File: config.mk
export PLATFORM = sky130hd
export DESIGN_NAME = regfile_scoreboard
export DESIGN_NICKNAME = d
export VERILOG_FILES = /design/src/rtl/regfile_scoreboard_pkg.sv /design/src/rtl/regfile_read_port.sv /design/src/rtl/regfile_scoreboard.sv
export SDC_FILE = /design/constraint.sdc
export NUM_CORES = 2
export LEC_CHECK = 0
export ABC_AREA = 1
export CAP_MARGIN = 0
export CORE_UTILIZATION = 35
export CTS_CLUSTER_SIZE = 12
export DETAILED_ROUTE_END_ITERATION = 6
export SLEW_MARGIN = 20
export SYNTH_ARGS = -nofsm -noshare
export SYNTH_HDL_FRONTEND = slang
export SYNTH_SLANG_ARGS = --single-unit
File: constraint.sdc
create_clock -name Clk -period 11.15 [get_ports Clk]
set_clock_uncertainty 0.15 [all_clocks]
set_input_delay 1.115 -clock Clk [delete_from_list [all_inputs] [get_ports Clk]]
set_output_delay 1.115 -clock Clk [all_outputs]
set_load 0.01 [all_outputs]
File: src/rtl/regfile_scoreboard_pkg.sv
// Shared defaults and helpers for the register file with busy-bit scoreboard.
package regfile_scoreboard_pkg;

  localparam int DEFAULT_DATA_W   = 32;
  localparam int DEFAULT_NUM_REGS = 32;
  localparam int DEFAULT_NUM_RD   = 2;

  // Address width needed to index n registers (n is a power of two >= 2).
  function automatic int aw_of(input int n);
    int w;
    w = 0;
    for (int i = 0; i < 31; i++) begin
      if ((1 << i) < n) w = i + 1;
    end
    return w;
  endfunction

endpackage

File: src/rtl/regfile_read_port.sv
// One combinational read port: register mux, write-through bypass and
// busy masking so a value being written back this cycle reads as ready.
module regfile_read_port
  import regfile_scoreboard_pkg::*;
#(
  parameter int DATA_W   = DEFAULT_DATA_W,
  parameter int NUM_REGS = DEFAULT_NUM_REGS,
  localparam int AW      = aw_of(NUM_REGS)
) (
  input  logic [AW-1:0]     rd_addr,
  input  logic [DATA_W-1:0] regs [NUM_REGS],
  input  logic [NUM_REGS-1:0] busy,
  input  logic              wr_en,
  input  logic [AW-1:0]     wr_addr,
  input  logic [DATA_W-1:0] wr_data,
  output logic [DATA_W-1:0] rd_data,
  output logic              rd_busy
);

  logic rd_is_zero;
  logic wr_hit;

  // Register 0 is hardwired to zero, so it never bypasses and never reports busy.
  always_comb begin
    rd_is_zero = (rd_addr == '0);
    wr_hit     = wr_en && (wr_addr == rd_addr) && !rd_is_zero;
    rd_data    = '0;
    rd_busy    = 1'b0;
    if (wr_hit) begin
      rd_data = wr_data;
    end else if (!rd_is_zero) begin
      rd_data = regs[rd_addr];
    end
    if (!rd_is_zero) begin
      rd_busy = busy[rd_addr] && !wr_hit;
    end
  end

endmodule

File: src/rtl/regfile_scoreboard.sv
// Register file with a per-register busy scoreboard: issue marks a
// destination pending, write-back commits data and clears it. Issue wins
// over a same-edge write-back to the same register.
module regfile_scoreboard
  import regfile_scoreboard_pkg::*;
#(
  parameter int DATA_W   = DEFAULT_DATA_W,
  parameter int NUM_REGS = DEFAULT_NUM_REGS,
  parameter int NUM_RD   = DEFAULT_NUM_RD,
  localparam int AW      = aw_of(NUM_REGS)
) (
  input  logic                     Clk,
  input  logic                     reset,
  input  logic [NUM_RD*AW-1:0]     rd_addr,
  output logic [NUM_RD*DATA_W-1:0] rd_data,
  output logic [NUM_RD-1:0]        rd_busy,
  input  logic                     wr_en,
  input  logic [AW-1:0]            wr_addr,
  input  logic [DATA_W-1:0]        wr_data,
  input  logic                     issue_en,
  input  logic [AW-1:0]            issue_addr,
  output logic [AW:0]              busy_count
);

  logic [DATA_W-1:0]   regs_q [NUM_REGS];
  logic [DATA_W-1:0]   regs_d [NUM_REGS];
  logic [NUM_REGS-1:0] busy_q;
  logic [NUM_REGS-1:0] busy_d;
  logic [AW:0]         busy_count_q;
  logic [AW:0]         busy_count_d;

  logic wr_ok;
  logic issue_ok;

  function automatic logic [AW:0] popcount(input logic [NUM_REGS-1:0] v);
    logic [AW:0] c;
    c = '0;
    for (int i = 0; i < NUM_REGS; i++) begin
      c = c + {{AW{1'b0}}, v[i]};
    end
    return c;
  endfunction

  // Next storage contents: write-back commits whether or not the register is busy.
  always_comb begin
    wr_ok    = wr_en && (wr_addr != '0);
    issue_ok = issue_en && (issue_addr != '0);
    for (int i = 0; i < NUM_REGS; i++) begin
      regs_d[i] = regs_q[i];
    end
    if (wr_ok) begin
      regs_d[wr_addr] = wr_data;
    end
  end

  // Next scoreboard: clear on write-back first, then set on issue so issue wins.
  always_comb begin
    busy_d = busy_q;
    if (wr_ok) begin
      busy_d[wr_addr] = 1'b0;
    end
    if (issue_ok) begin
      busy_d[issue_addr] = 1'b1;
    end
    busy_count_d = popcount(busy_d);
  end

  // State update; reset discards all data and pending producers.
  always_ff @(posedge Clk) begin
    if (!reset) begin
      for (int i = 0; i < NUM_REGS; i++) begin
        regs_q[i] <= '0;
      end
      busy_q       <= '0;
      busy_count_q <= '0;
    end else begin
      for (int i = 0; i < NUM_REGS; i++) begin
        regs_q[i] <= regs_d[i];
      end
      busy_q       <= busy_d;
      busy_count_q <= busy_count_d;
    end
  end

  assign busy_count = busy_count_q;

  for (genvar k = 0; k < NUM_RD; k++) begin : g_rd
    regfile_read_port #(
      .DATA_W   (DATA_W),
      .NUM_REGS (NUM_REGS)
    ) u_rd (
      .rd_addr (rd_addr[k*AW +: AW]),
      .regs    (regs_q),
      .busy    (busy_q),
      .wr_en   (wr_en),
      .wr_addr (wr_addr),
      .wr_data (wr_data),
      .rd_data (rd_data[k*DATA_W +: DATA_W]),
      .rd_busy (rd_busy[k])
    );
  end

endmodule
# Word level (Yosys, flattened, before mapping)
# Cells that the tools add are included.
# classes
bitwise_logic	6
muxes	25
addsub	31
magnitude_cmp	10
reduce_logical	19
eq_ne	2
# op_table
cell	count
1024-bit bitwise mux	1
32-bit 2-to-1 mux	11
32-bit binary-select mux with 5-bit select	2
32-bit demux with 5-bit select	1
6-bit by 1-bit adder with 6-bit output	26
32-bit AND	1
32-bit NOT	1
32-bit bitwise OR	1
5-bit by 6-bit < comparator with 1-bit output, second input constant	4
6-bit >= comparator, second input constant	3
5-bit NOT with 6-bit output	3
1-bit logical AND	11
1-bit binary-select mux with 5-bit select	2
1-bit demux with 5-bit select	2
5-bit == test	2
5-bit by 1-bit >= comparator with 1-bit output, second input constant	2
5-bit logical NOT	2
5-bit nonzero test	2
5-bit by 1-bit adder with 6-bit output	1
6-bit by 1-bit < comparator with 1-bit output, second input constant	1
1-bit 2-to-1 mux	6
4-bit by 1-bit adder with 5-bit output	1
3-bit by 1-bit adder with 4-bit output	1
1-bit logical NOT	4
2 further kinds	2
# totals
regBits	1062
out_inout_bits	72

# Logic depth before layout (Yosys ltp)
# depth
word_depth	40
mapped_depth	27
depth_no_buf	26

# Modules after synthesis
# A second synthesis with hierarchy kept.
# unflattened
hier_cells	10957
area_unflattened_um2	63374.5
# by_module_without_submodules
mod	seq_area_each_um2	cells_per_inst	area_each_um2	instances
regfile_scoreboard	21260.4	4865	37765.0	1
regfile_read_port	0.0	3046	12804.8	2

# Worst setup path before layout
# OpenSTA, ideal clock, no wires.
# synth_timing
kind	input to register
startpoint	in wr_addr[3]
endpoint	reg busy_count_q[4] (netlist: busy_count[4])
path_buffers	2
setup_time_ns	0.070
path_slack_ns	4.802
stages	22
arrival_ns	6.128
cell_sequence	buf_4 > nor3_2 > inv_2 > nor2_4 > inv_2 > buf_6 > nand2_1 > a21boi_2 > fa_1 > fa_1 > fa_1 > inv_1 > fa_1 > fa_1 > fa_1 > ha_1 > fa_1 > nand2_1 > nand2_1 > a21oi_1 > o21ai_0 > a21oi_1
# synth_via
elab_chain_len	40
word_cells_on_any_way	43
classes_between	add/sub (31); order compare (2); mux (4); bitwise (3); reduce/logical (3)
# synth_lines
element	line	source
start, declared	regfile_scoreboard.sv:18	input logic [AW-1:0] wr_addr,
5-bit by 6-bit < comparator with 1-bit output (not written as such) or 5-bit by 1-bit >= comparator with 1-bit output (tied branches)	regfile_scoreboard.sv:60	busy_d[wr_addr] = 1'b0;
1-bit logical AND (not written as such)	regfile_scoreboard.sv:60	
1-bit 2-to-1 mux (not written as such)	regfile_scoreboard.sv:60	
1-bit demux with 5-bit select	regfile_scoreboard.sv:60	
32-bit NOT (no line)	--	
32-bit AND (no line)	--	
32-bit 2-to-1 mux *	regfile_scoreboard.sv:59	if (wr_ok) begin
32-bit bitwise OR (no line)	--	
32-bit 2-to-1 mux *	regfile_scoreboard.sv:62	if (issue_ok) begin
1-bit by 1-bit adder with 2-bit output	regfile_scoreboard.sv:39	c = c + {{AW{1'b0}}, v[i]};
2-bit by 1-bit adder with 3-bit output	regfile_scoreboard.sv:39	
3-bit by 1-bit adder with 4-bit output	regfile_scoreboard.sv:39	
4-bit by 1-bit adder with 5-bit output	regfile_scoreboard.sv:39	
5-bit by 1-bit adder with 6-bit output	regfile_scoreboard.sv:39	
6-bit by 1-bit adder with 6-bit output (25 in series)	regfile_scoreboard.sv:39	
6-bit by 1-bit adder with 6-bit output *	regfile_scoreboard.sv:39	
end signal, assigned	regfile_scoreboard.sv:81	busy_count_q <= busy_count_d;
end, declared	regfile_scoreboard.sv:29	logic [AW:0] busy_count_q;
# Mark *: on every way between the ends. The rest lies on a longest branch, timed or not.
# A chain may end at the register's enable or synchronous reset.

# Worst setup path in the final report
# layout_timing
startpoint	in wr_addr[0]
endpoint	reg busy_count_q[4] (netlist: busy_count[4])
# The elaborated chain is that of the path after synthesis.

==> key figures <==
Status
  – Status: finished, final reports clean

Drt
  – Vias/cell: 5.73
  – Vias post-DR: 64.7k
  – Final WL: 264 mm
  – DRC: 0
  – Antenna-violating nets left: 0
  – Pre-antenna DRT Iters: 6
  – Initial drt markers: 9718
  – WL/cell: ~23 µm

STA
  – Final hold slack: 275 ps
  – Unrepaired setup endpoints after global routing: no
  – Rel. slew slack: 13.2%
  – Worst Tran Pin Value: between 1000 and 1500 ps
  – Final setup viols: 0
  – Final hold vios: 0
  – Min Tclk post-route: between 7000 and 8000 ps
  – Final-report max-slew violation count: 0
  – Setup TNS: 0 ps
  – Fin crit share: 69.1%
  – FMAX: 130 MHz

Yosys
  – Mapped cell area: just under 60000 µm²
  – Async S/R FF share, synth: 0%
  – Syn_nets: 9578
  – Cells after Synth: 9491
  – FF+latch count, synth: ~1.1k
  – Mean Syn Cell Area: 6.24 µm²
  – Synth Flop Type: dfxtp_1
  – Synth Warn #: 0
  – Register area share after synthesis: 35.9%
  – Post-synth EDFFs: 0
  – Distinct cells, synth: 35

Worst setup path
  – Reg-to-reg slack, setup: between 5000 and 6000 ps
  – Most common cell on crit path: fa_1
  – Worst-path cell with the longest stage delay: clkdlybuf4s50_1
  – Worst R2R Path Depth: 16
  – Worst setup EP type: register
  – Critical Path AT: 8220 ps
  – Setup CP Type: input pin to register
  – Critical Path Fanout Max: 19
  – Reg-to-reg endpoint: busy_count[4]$_SDFF_PN0_
  – Slowest stage delay, CP: 680 ps
  – Startpoint types: input pin
  – Worst Path Required: between 10000 and 15000 ps
  – Start of the worst register-to-register path: busy_q[23]$_SDFF_PN0_
  – Crit-path cells: clkdlybuf4s50_1 > inv_2 > nor2_2 > inv_2 > nor2_4 > inv_2 > nor2_4 > inv_2 > nand2_1 > a21boi_2 > fa_1 > fa_1 > fa_1 > inv_1 > fa_1 > fa_1 > fa_1 > ha_1 > fa_1 > nand2_1 > nand2_1 > a21oi_1 > o21ai_0 > a21oi_1

Global route
  – Total gr overflow: 0
  – Pin count of the biggest net entering global routing: 260
  – Initial antenna violation count: 22
  – First-pass GRT wire length: 387 mm
  – GRT Overall Usage: roughly 30%
  – Vias in the first global route: between 50k and 60k

Clock tree
  – Post-cts repair resize count: 0
  – Worst skew pair latency: 760 ps
  – CTS max path bufs: 3
  – Postcts setup bufs: 0
  – # clock sinks: around 1.1k
  – CTS tree: done
  – Post-CTS Hold Fix Bufs: 0
  – Clock transition at the registers of the reported paths: 60 ps
  – CTS buffer count: 116
  – Htree depth: 3
  – Root buf cell: clkbuf_16

Cells and area
  – Utilization after layout: about two fifths
  – Fill count: between 15k and 20k
  – Layout cells sized above 1: 5.05%
  – Layout area overhead: 9.11%
  – Fin nets: about 9k

Place
  – DP HPWL: 138 mm
  – IO buf count: 127
  – Final GP Congestion: 0.886

Worst hold path
  – Hold Path Stages: 2
  – HP Class: register to register
  – Hold Path Sink: regs_q[1003]$_SDFFE_PN0P_
  – Hold wc startpoint: regs_q[1003]$_SDFFE_PN0P_

Power
  – Maximum VDD drop: 0.000124 V
  – Overall power: 9.19 mW
  – Pwr Density: 142 nW/µm²
  – Pleak: roughly 26 nW

Die
  – Initial Utilization: 35.3%
  – Die footprint: around 170000 µm²
  – Cell Rows: 150
  – Core Region: roughly 170000 µm²
  – Die H: 413 µm
  – I/O pins: 128
  – Die Width: 413 µm

Job
  – MaxCap Viol Count: 0
==> routing by layer <==
metal / track usage [%] / up-vias / routed length [µm] / part of all wire (%)
met1: 41.0 / 30002 / 108000 / 41
met4: 12.8 / 12 / 11600 / 4.4
met5: 0 / - / 73 / 0.028
li1: - / 29926 / - / -
met3: 7.11 / 746 / 33900 / 13
met2: 44.7 / 4032 / 110000 / 42
==> worst max path at each step <==
stage,slack [ps],cells after the start,endpoint,from
after global placement,2740,24,busy_count[4]$_SDFF_PN0_,wr_addr[0]
after CTS,3550,24,busy_count[4]$_SDFF_PN0_,wr_addr[0]
after floorplan,4800,22,busy_count[4]$_SDFF_PN0_,wr_addr[3]
after global routing,3170,24,busy_count[4]$_SDFF_PN0_,wr_addr[0]
after detailed placement,2780,24,busy_count[4]$_SDFF_PN0_,wr_addr[0]
final,3450,24,busy_count[4]$_SDFF_PN0_,wr_addr[0]
==> cells in the mapped netlist (all sizes together), types with 24 or more instances <==
| master | count | area share [%] |
|---|---|---|
| fa | 24 | 0.81 |
| inv | 853 | 5.4 |
| nor2 | 974 | 6.3 |
| or2 | 47 | 0.50 |
| o21ai | 1313 | 11 |
| dfxtp | 1062 | 36 |
| a21oi | 908 | 7.7 |
| o211ai | 186 | 2.4 |
| clkbuf | 519 | 3.3 |
| buf | 354 | 3.0 |
| nand3 | 1270 | 11 |
| nand2 | 1936 | 12 |
==> kinds of logic after synthesis <==
| logic type | synth area share (%) |
|---|---|
| xor+xnor | 0.0592 |
| flops | 35.9 |
| compound gates | 21.3 |
| buf+inv | 11.8 |
| fa+ha+maj | 0.959 |
| simple gates | 30.0 |
==> state kept, by name, indices dropped and copies added, names as in the netlist <==
signal	count
regs_q	1024
busy_q	32
busy_count	6
==> worst max-delay path, delay by kind of cell <==
family	cells	cell delay, ps
compound gates	4	620
fa+ha+maj	8	3670
buf+inv	6	1470
simple gates	6	1300
==> report_power, final <==
| group | internal [mW] | switching [mW] |
|---|---|---|
| Sequential | 3.84 | 0.0247 |
| Combinational | 0.372 | 0.961 |
| Clock | 2.27 | 1.72 |
==> placed cells by master, fill, tap and decap left out, types with 5 or more instances in the layout <==
cell,netlist,routed
clkdlybuf4s50_1,0,113
clkbuf_16,0,118
nor2_4,7,12
nand2_2,0,7
fa_1,24,24
nand3_1,1270,1269
buf_2,270,5
nor3_2,7,6
inv_1,826,811
o21ai_1,41,41
nor2_2,11,7
or2_2,47,47
nand2_1,1936,1923
buf_4,7,130
a21oi_1,908,908
ha_1,7,7
clkbuf_8,0,30
buf_12,0,9
bufinv_16,0,6
clkinv_2,0,23
inv_2,27,33
nor2_1,956,955
diode_2,0,11
nand2_4,0,6
o211ai_1,186,186
dfxtp_1,1062,1062
clkbuf_1,514,27
a22oi_1,7,7
o21ai_0,1272,1272
==> through the flow <==
| stage | instances | setup WS, ps | area [µm²] |
|---|---|---|---|
| after floorplan | 9491 | 4800 | 59200 |
| after global placement | 11085 | 2740 | 60800 |
| after detailed placement | 11085 | 2780 | 60800 |
| after CTS | 11289 | 3550 | 64600 |
| after global routing | 11293 | 3170 | 64600 |
| final | 11300 | 3450 | 64600 |
==> area by class of cell <==
type                            count  area [µm²]  share of cell area, %
Multi-Input combinational cell   6699       31100                   48.2
Sequential cell                  1062       21300                   32.9
Clock buffer                      175        3470                   5.36
Inverter                          857        3260                   5.04
Tap cell                         2204        2760                   4.27
Timing Repair Buffer              263        2390                   3.71
Clock inverter                     29         342                  0.529
Antenna cell                       11        27.5                 0.0426
Power figures use the tool's default switching activity.
